File: src/rtl/puf_pkg.sv
// Shared types and helpers for the RO-PUF challenge sequencer.
package puf_pkg;

  localparam int unsigned N_RO  = 16;
  localparam int unsigned SEL_W = $clog2(N_RO);

  typedef enum logic [2:0] {
    IDLE,
    SETUP,
    EVAL,
    SAMPLE,
    DONE
  } state_e;

  // RO index for pair k: (base + k + offset) mod N_RO via SEL_W-bit wrap-around.
  function automatic logic [SEL_W-1:0] sel_wrap(input logic [SEL_W-1:0] base,
                                                input int unsigned      k,
                                                input logic [SEL_W-1:0] offset);
    return SEL_W'(32'(base) + k + 32'(offset));
  endfunction

endpackage

File: src/rtl/puf_window_timer.sv
// Loadable down-counter; tc_o is high while the loaded window has expired.
module puf_window_timer #(
  parameter int unsigned W = 7
) (
  input  logic         clk,
  input  logic         reset,
  input  logic         load_i,
  input  logic [W-1:0] load_val_i,
  output logic         tc_o
);

  logic [W-1:0] cnt_q, cnt_d;
  logic         tc_q;

  always_comb begin
    cnt_d = cnt_q;
    if (load_i) begin
      cnt_d = load_val_i;
    end else if (cnt_q != '0) begin
      cnt_d = cnt_q - W'(1);
    end
  end

  always_ff @(posedge clk) begin
    if (reset) begin
      cnt_q <= '0;
      tc_q  <= 1'b0;
    end else begin
      cnt_q <= cnt_d;
      tc_q  <= (cnt_d == '0);
    end
  end

  assign tc_o = tc_q;

endmodule

File: src/rtl/puf_challenge_sequencer.sv
// Issues RO challenge pairs, times settle/eval windows and packs responses into a word.
module puf_challenge_sequencer
  import puf_pkg::*;
#(
  parameter int unsigned RESP_BITS     = 8,
  parameter int unsigned SETTLE_CYCLES = 2,
  parameter int unsigned EVAL_CYCLES   = 64
) (
  input  logic                 clk,
  input  logic                 reset,
  input  logic                 start,
  input  logic [SEL_W-1:0]     base_sel,
  input  logic [SEL_W-1:0]     offset,
  input  logic                 response,
  output logic [SEL_W-1:0]     cha0,
  output logic [SEL_W-1:0]     cha1,
  output logic                 cnt_run,
  output logic                 busy,
  output logic                 cfg_err,
  output logic [RESP_BITS-1:0] resp_word,
  output logic                 resp_valid,
  input  logic                 resp_ready
);

  localparam int unsigned T_MAX = (SETTLE_CYCLES > EVAL_CYCLES) ? SETTLE_CYCLES : EVAL_CYCLES;
  localparam int unsigned T_W   = $clog2(T_MAX + 1);
  localparam int unsigned K_W   = $clog2(RESP_BITS + 1);

  state_e               state_q, state_d;
  logic [SEL_W-1:0]     base_q, base_d, offset_q, offset_d;
  logic [SEL_W-1:0]     cha0_q, cha0_d, cha1_q, cha1_d;
  logic [K_W-1:0]       k_q, k_d, k_nxt;
  logic                 cnt_run_q, cnt_run_d, busy_q, busy_d;
  logic                 cfg_err_q, cfg_err_d, resp_valid_q, resp_valid_d;
  logic [RESP_BITS-1:0] resp_word_q, resp_word_d;
  logic                 tmr_load, tmr_tc;
  logic [T_W-1:0]       tmr_val;

  puf_window_timer #(.W(T_W)) u_timer (
    .clk       (clk),
    .reset     (reset),
    .load_i    (tmr_load),
    .load_val_i(tmr_val),
    .tc_o      (tmr_tc)
  );

  always_ff @(posedge clk) begin
    if (reset) begin
      state_q      <= IDLE;
      base_q       <= '0;
      offset_q     <= '0;
      cha0_q       <= '0;
      cha1_q       <= '0;
      k_q          <= '0;
      cnt_run_q    <= 1'b0;
      busy_q       <= 1'b0;
      cfg_err_q    <= 1'b0;
      resp_word_q  <= '0;
      resp_valid_q <= 1'b0;
    end else begin
      state_q      <= state_d;
      base_q       <= base_d;
      offset_q     <= offset_d;
      cha0_q       <= cha0_d;
      cha1_q       <= cha1_d;
      k_q          <= k_d;
      cnt_run_q    <= cnt_run_d;
      busy_q       <= busy_d;
      cfg_err_q    <= cfg_err_d;
      resp_word_q  <= resp_word_d;
      resp_valid_q <= resp_valid_d;
    end
  end

  // Registered outputs are computed from the next state so they line up with state entry.
  always_comb begin
    state_d      = state_q;
    base_d       = base_q;
    offset_d     = offset_q;
    cha0_d       = cha0_q;
    cha1_d       = cha1_q;
    k_d          = k_q;
    k_nxt        = k_q + K_W'(1);
    cnt_run_d    = cnt_run_q;
    busy_d       = busy_q;
    cfg_err_d    = 1'b0;
    resp_word_d  = resp_word_q;
    resp_valid_d = resp_valid_q;
    tmr_load     = 1'b0;
    tmr_val      = '0;

    unique case (state_q)
      IDLE: begin
        if (start) begin
          if (offset != '0) begin
            base_d      = base_sel;
            offset_d    = offset;
            k_d         = '0;
            busy_d      = 1'b1;
            resp_word_d = '0;
            cha0_d      = sel_wrap(base_sel, 0, '0);
            cha1_d      = sel_wrap(base_sel, 0, offset);
            cnt_run_d   = 1'b0;
            tmr_load    = 1'b1;
            tmr_val     = T_W'(SETTLE_CYCLES - 1);
            state_d     = SETUP;
          end else begin
            cfg_err_d = 1'b1;
          end
        end
      end
      SETUP: begin
        if (tmr_tc) begin
          cnt_run_d = 1'b1;
          tmr_load  = 1'b1;
          tmr_val   = T_W'(EVAL_CYCLES - 1);
          state_d   = EVAL;
        end
      end
      EVAL: begin
        if (tmr_tc) begin
          state_d = SAMPLE;
        end
      end
      SAMPLE: begin
        // Bit k is still zero here, so OR-ing in the response never disturbs earlier pairs.
        resp_word_d = resp_word_q | (RESP_BITS'(response) << k_q);
        cnt_run_d   = 1'b0;
        if (k_q == K_W'(RESP_BITS - 1)) begin
          resp_valid_d = 1'b1;
          busy_d       = 1'b0;
          state_d      = DONE;
        end else begin
          k_d      = k_nxt;
          cha0_d   = sel_wrap(base_q, 32'(k_nxt), '0);
          cha1_d   = sel_wrap(base_q, 32'(k_nxt), offset_q);
          tmr_load = 1'b1;
          tmr_val  = T_W'(SETTLE_CYCLES - 1);
          state_d  = SETUP;
        end
      end
      DONE: begin
        if (resp_ready) begin
          resp_valid_d = 1'b0;
          state_d      = IDLE;
        end
      end
      default: state_d = IDLE;
    endcase
  end

  assign cha0       = cha0_q;
  assign cha1       = cha1_q;
  assign cnt_run    = cnt_run_q;
  assign busy       = busy_q;
  assign cfg_err    = cfg_err_q;
  assign resp_word  = resp_word_q;
  assign resp_valid = resp_valid_q;

endmodule

File: config.mk
export PLATFORM = sky130hd
export DESIGN_NAME = puf_challenge_sequencer
export DESIGN_NICKNAME = d
export VERILOG_FILES = /design/src/rtl/puf_pkg.sv /design/src/rtl/puf_window_timer.sv /design/src/rtl/puf_challenge_sequencer.sv
export SDC_FILE = /design/constraint.sdc
export NUM_CORES = 1
export LEC_CHECK = 0
export ABC_CLOCK_PERIOD_IN_PS = 2350
export BUFFER_PORTS_ARGS = -buffer_cell sky130_fd_sc_hd__buf_2
export CAP_MARGIN = 20
export CORE_ASPECT_RATIO = 1.5
export CORE_MARGIN = 4
export CORE_UTILIZATION = 48
export CTS_BUF_LIST = sky130_fd_sc_hd__clkbuf_4
export DETAILED_ROUTE_END_ITERATION = 8
export PLACE_DENSITY = 0.71
export SETUP_SLACK_MARGIN = 0.1
export SLEW_MARGIN = 30
export SYNTH_ARGS = -nofsm -noshare
export SYNTH_HDL_FRONTEND = slang
export SYNTH_SLANG_ARGS = --single-unit
export TNS_END_PERCENT = 30
File: constraint.sdc
create_clock -name clk -period 2.35 [get_ports clk]
set_input_delay 0.5875 -clock clk [delete_from_list [all_inputs] [get_ports clk]]
set_output_delay 0.5875 -clock clk [all_outputs]
set_load 0.005 [all_outputs]
==> results of run 1 <==
worst max-delay path: stages, from the launching register on:
cell,delay [ns]
dfxtp_4,0.37
ha_4,0.27
inv_2,0.04
fa_1,0.53
inv_2,0.07
ha_4,0.20
a21o_1,0.18
a21oi_2,0.14
xnor2_1,0.09
and3b_1,0.19
nor4_2,0.23
per-stage QoR:
step | instances | setup WS (ns) | setup TNS, ns | util
2_1_floorplan | 270 | 0.102 | 0 | -
3_3_place_gp | 363 | 0.0391 | 0 | 0.559
3_5_place_dp | 363 | -0.00477 | -0.00477 | 0.559
4_1_cts | 370 | -0.0110 | -0.0110 | 0.571
6_report | 371 | -0.0215 | -0.0215 | 0.577
5_1_grt | 371 | -0.147 | -0.193 | 0.577
metal layers:
metal,up-vias,wire length (um),GRT usage,part of all wire
met1,946,2280,0.225,0.43
li1,1024,-,-,-
met3,7,200,0.0425,0.038
met2,39,2740,0.328,0.52
met5,-,0,0,0
met4,0,82,0.0511,0.015
power by group through the flow:
stage                     logic [mW]  registers [mW]  clock network, mW
after floorplan                0.745           0.921                  0
after global placement         0.904           0.958                  0
after detailed placement       0.911           0.960                  0
after CTS                      0.920           0.942              0.342
after global routing            1.05           0.963              0.386
final                          0.920           0.944              0.329
cells by family after synthesis:
| kind of cell | after synthesis |
|---|---|
| DFF | 43 |
| and+or+nand+nor | 105 |
| AOI/OAI and AO/OA | 63 |
| adders and majority gates | 15 |
| buffers and inverters | 26 |
| xor gates and xnor gates | 16 |
| muxes | 2 |
state kept, by name (all words and copies together) (netlist names):
signal         count
offset_q           4
cnt_run            1
resp_word          8
cha0               4
state_q            3
u_timer.tc_o       1
base_q             4
k_q                4
busy               1
cfg_err            1
cha1               4
resp_valid         1
u_timer.cnt_q      7
cell usage in the layout, fill, tap and decap left out, types with 3 or more instances in the layout:
cell type,instances
a21o_1,3
a21oi_1,26
a311oi_1,3
a31oi_1,6
and2_1,4
buf_2,32
buf_4,13
clkbuf_4,6
dfxtp_1,42
fa_1,3
ha_1,10
inv_1,10
nand2_1,31
nand2b_1,3
nand3_1,6
nand3b_1,4
nor2_1,33
nor3_1,8
nor4_1,4
o211ai_1,3
o21ai_0,4
xnor2_1,9
xor2_1,7
timing repair:
item	in CTS	in global routing
pin swaps	1	6
buffers inserted	1	1
gates cloned	0	0
setup endpoints to repair	2	2
resized for setup	1	3
layout make-up:
type,count,share of cell area
multi-input combinational,201,0.510
sequential,43,0.327
timing repair buffer,45,0.0976
tap,64,0.0303
clock buffer,6,0.0171
inverter,12,0.0171
how the worst min path moves through the flow:
stage                     startpoint        end  slack [ns]  cells after the start
after global placement       cha1[1]    cha1[1]        0.44                      2
after floorplan            base_q[0]  base_q[0]        0.44                      2
after global routing         cha1[1]    cha1[1]        0.48                      2
after detailed placement     cha1[1]    cha1[1]        0.45                      2
final                        cha0[1]    cha0[1]        0.46                      2
after CTS                    cha1[1]    cha1[1]        0.46                      2
==> flow_metrics.tcl, run 1 <==
set metrics [dict create \
    status "complete, but fails checks" \
    violations "setup timing" \
    grt_max_degree 23 \
    die_w_um 64.4 \
    placed_cell_area_sq_mm 0.00256 \
    slew_headroom 0.688 \
    max-cap-violations 0 \
    vias_per_cell 5.43 \
    postSynthCellCount 270 \
    num_rows 30 \
    yosysTopAreaCell "dfxtp_1" \
    ys_warn_count 0 \
    yosys.area.top_type_share 0.376 \
    drive_above_1_share 0.202 \
    clock_latency_ns 0.34 \
    p_int_mw 1.38 \
    synthesis.nets 298 \
    place.gp.congestion 0.848 \
    cp_data_arrival_time_ns 2.63 \
    synth-xor-area-share 0.0612 \
    root_buffer "clkbuf_4" \
    fillCellCount 444 \
    final_cell_area_sq_mm 0.00264 \
    antenna_left 0 \
    avgSynthCellArea_sq_um 8.48 \
    path_clk_slew_ns 0.11 \
    muxShareOfSynthArea 0.00874 \
    hold_ws_ns 0.460 \
    wirelength_mm 5.30 \
    endpoint_kind "flip-flop" \
    synth_area_leaders "dfxtp_1 (38%), ha_1 (6.6%), a21oi_1 (5.9%)" \
    regArea_sq_um 865 \
    synth_fa_ha_area_frac 0.0918 \
    die-area_sq_mm 0.00596 \
    yosys.cell_count.top_type "dfxtp_1" \
    clkPwrFrac 0.150 \
    num_vias 2016 \
    numCtsBuffers 5 \
    rrSetupSlack_ns -0.02 \
    drc 0 \
    final_hold_viol_count 0 \
    io_buffers 32 \
    die_h_um 92.6 \
    seq_area_frac_synth 0.376 \
    grt_setup_unrepaired "true" \
    core_sq_mm 0.00458 \
    switching_share 0.369 \
    setup_viol_count_final 1 \
    synthArstFlopShare 0 \
    cts_sinks 43 \
    grt_use_total 0.186 \
    hold_class "reg2reg" \
    synth_top_family_by_area "simple AND/OR/NAND/NOR gates" \
    p_per_area_mw_per_mm2 831 \
    grt_pass1_wl_mm 8.89 \
    ys_ff_latch 43 \
    synth_compound_area_frac 0.195 \
    place_hpwl_mm 4.02 \
    antenna_cells 0 \
    synth-edff-count 0 \
    antenna_found_initial 0 \
    leakage_nw 1.18 \
    slew_viol_final 0 \
    fin_crit_sh 1.01 \
    fin_skew_ns 0.00770 \
    critPathMaxFanout 3 \
    fmax_mhz 422 \
    crit_start "k_q[0]" \
    io_pins 33 \
    reg2reg_from "k_q[0]" \
    synth.distinct_cells 44 \
    p_sw_mw 0.809 \
    synthSimpleGateAreaFrac 0.217 \
    r2r_end "cha1[3]" \
    share_seq_of_total_power 0.431 \
    grt_pass1_vias 1930 \
    period_needed_ns 2.37 \
    start_util 0.500 \
    netlist_area_sq_mm 0.00229 \
    multiInputGateArea_sq_mm 0.00135 \
    reg2regPathDepth 10 \
    layout_setup_ws_ns -0.0215 \
    fin_total_pwr_mw 2.19 \
    cp-start-kind "flip-flop" \
    clock_path_buffers 2 \
    fin_nets 336 \
    ys.flop_type "dfxtp_1" \
    cp.required_ns 2.61 \
    first_pass_iters 4 \
    grt_overflow 0 \
    drt_iter0_markers 80 \
    cts-hold-fix-buffers 0 \
    cts_tree "done" \
    htree_levels 2 \
    path_class "reg2reg" \
    syn_to_final_growth_pct 15.3 \
    critPathCapture "cha1[3]" \
    yosys-top-cells-count "dfxtp_1 (43), nor2_1 (33), nand2_1 (31)" \
    routedWlPerCell_um 14.3 \
    pwr-share-comb 0.420 \
    tightest_slew_ns 0.467 \
    irDropWorstVdd_v 0.000345 \
]
No activity file was read; power rests on OpenSTA's default activity.
==> run 2, diff against run 1 <==
==> constraint.sdc (replaced) <==
create_clock -name clk -period 2.35 [get_ports clk]
set_input_delay 0.235 -clock clk [delete_from_list [all_inputs] [get_ports clk]]
set_output_delay 0.235 -clock clk [all_outputs]
set_load 0.005 [all_outputs]
==> flow_metrics.tcl, run 2 (synthesis results as in run 1) <==
set metrics [dict create \
    status "complete, but fails checks" \
    violations "setup timing" \
    place_hpwl_mm 3.83 \
    io_pins 33 \
    fin_skew_ns 0.0120 \
    pre_cts_ws_ns -0.0879 \
    die-area_sq_mm 0.00596 \
    setup_viol_count_final 1 \
    final_common_cell "dfxtp_1" \
    drc 0 \
    num_vias 1983 \
    htree_levels 2 \
    tightest_slew_ns 0.461 \
    path_clk_slew_ns 0.12 \
    clock_latency_ns 0.34 \
    grt_use_total 0.182 \
    core_sq_mm 0.00458 \
    fin_nets 335 \
    leakage_nw 1.19 \
    syn_to_final_growth_pct 16.2 \
    final_cell_mix "dfxtp_1 (42), nor2_1 (33), buf_2 (32)" \
    routedWlPerCell_um 13.9 \
    irDropWorstVdd_v 0.000374 \
    cts_sinks 43 \
    cts-hold-fix-buffers 0 \
    start_util 0.500 \
    fin_crit_sh 1.01 \
    drt_iter0_markers 93 \
    grt_pass1_wl_mm 8.67 \
    antenna_cells 0 \
    fmax_mhz 420 \
    critPathMaxFanout 3 \
    slew_viol_final 0 \
    cp_data_arrival_time_ns 2.60 \
    wirelength_mm 5.17 \
    path_class "reg2reg" \
    p_per_area_mw_per_mm2 833 \
    first_pass_iters 4 \
    clock_path_buffers 2 \
    fillCellCount 440 \
    largest_reg_flops 8 \
    grt_setup_unrepaired "true" \
    die_w_um 64.4 \
    drive_above_1_share 0.214 \
    grt_pass1_vias 1931 \
    hold_ws_ns 0.155 \
    root_buffer "clkbuf_4" \
    cp-start-kind "flip-flop" \
    hold_class "in2reg" \
    antenna_left 0 \
    antenna_found_initial 0 \
    endpoint_kind "flip-flop" \
    io_buffers 32 \
    die_h_um 92.6 \
    vias_per_cell 5.33 \
    slew_headroom 0.693 \
    grt_overflow 0 \
    final_hold_viol_count 0 \
    cp.required_ns 2.57 \
    max-cap-violations 0 \
    num_rows 30 \
    numCtsBuffers 5 \
    cts_tree "done" \
    period_needed_ns 2.38 \
    grt_max_degree 24 \
    place.gp.congestion 0.841 \
    layout_setup_ws_ns -0.0301 \
]
## run 2: critical path, stage by stage (launching register included)
cell and delay, ns:
dfxtp_4 0.38, ha_4 0.27, inv_2 0.03, fa_1 0.50, inv_2 0.06, ha_4 0.21, a21o_1 0.18, a21oi_2 0.17
xnor2_2 0.08, o32ai_1 0.30, nor4_2 0.07
## run 2: per-stage QoR
step / TNS [ns] / instance area (sq um) / utilization / total power, mW / std cells
floorplan: 0 / 2310 / - / 1.67 / 270
global placement: 0 / 2540 / 0.554 / 1.85 / 360
detailed placement: -0.0879 / 2540 / 0.554 / 1.87 / 360
CTS: -0.0885 / 2630 / 0.574 / 2.22 / 371
global route: -0.192 / 2660 / 0.581 / 2.40 / 372
finish: -0.0301 / 2660 / 0.581 / 2.22 / 372
## run 2: where the power goes
part	switching (mW)	internal, mW
sequential	0.112	0.832
combinational	0.492	0.439
clock	0.219	0.123
## run 2: worst paths after layout
path | from | to | slack (ns) | cells after the start
hold reg to reg | cha0[1] | cha0[1] | 0.46 | 2
hold / removal | base_sel[2] | base_q[2] | 0.16 | 3
setup / recovery | k_q[0] | cha1[3] | -0.03 | 10
setup reg to reg | k_q[0] | cha1[3] | -0.03 | 10
## run 2: layout make-up
type / count / area (sq um) / area share
clock inverter: 2 / 7.51 / 0.00282
tap: 64 / 80.1 / 0.0301
clock buffer: 6 / 45.0 / 0.0169
sequential: 43 / 865 / 0.325
timing repair buffer: 44 / 250 / 0.0941
inverter: 12 / 45.0 / 0.0169
multi-input combinational: 201 / 1370 / 0.514
## run 2: layer usage
layer | track usage | vias to the layer above | share of wire | wire length (um)
li1 | - | 1012 | - | -
met1 | 0.205 | 932 | 0.43 | 2220
met2 | 0.336 | 32 | 0.52 | 2680
met3 | 0.0328 | 7 | 0.038 | 196
met4 | 0.0617 | 0 | 0.013 | 65
met5 | 0 | - | 0 | 0
## run 2: what timing repair did
item / CTS / global route
setup endpoints to repair: 2 / 3
gates resized for setup: 4 / 5
cloned: 0 / 0
pin swaps: 10 / 5
buffers inserted: 3 / 1
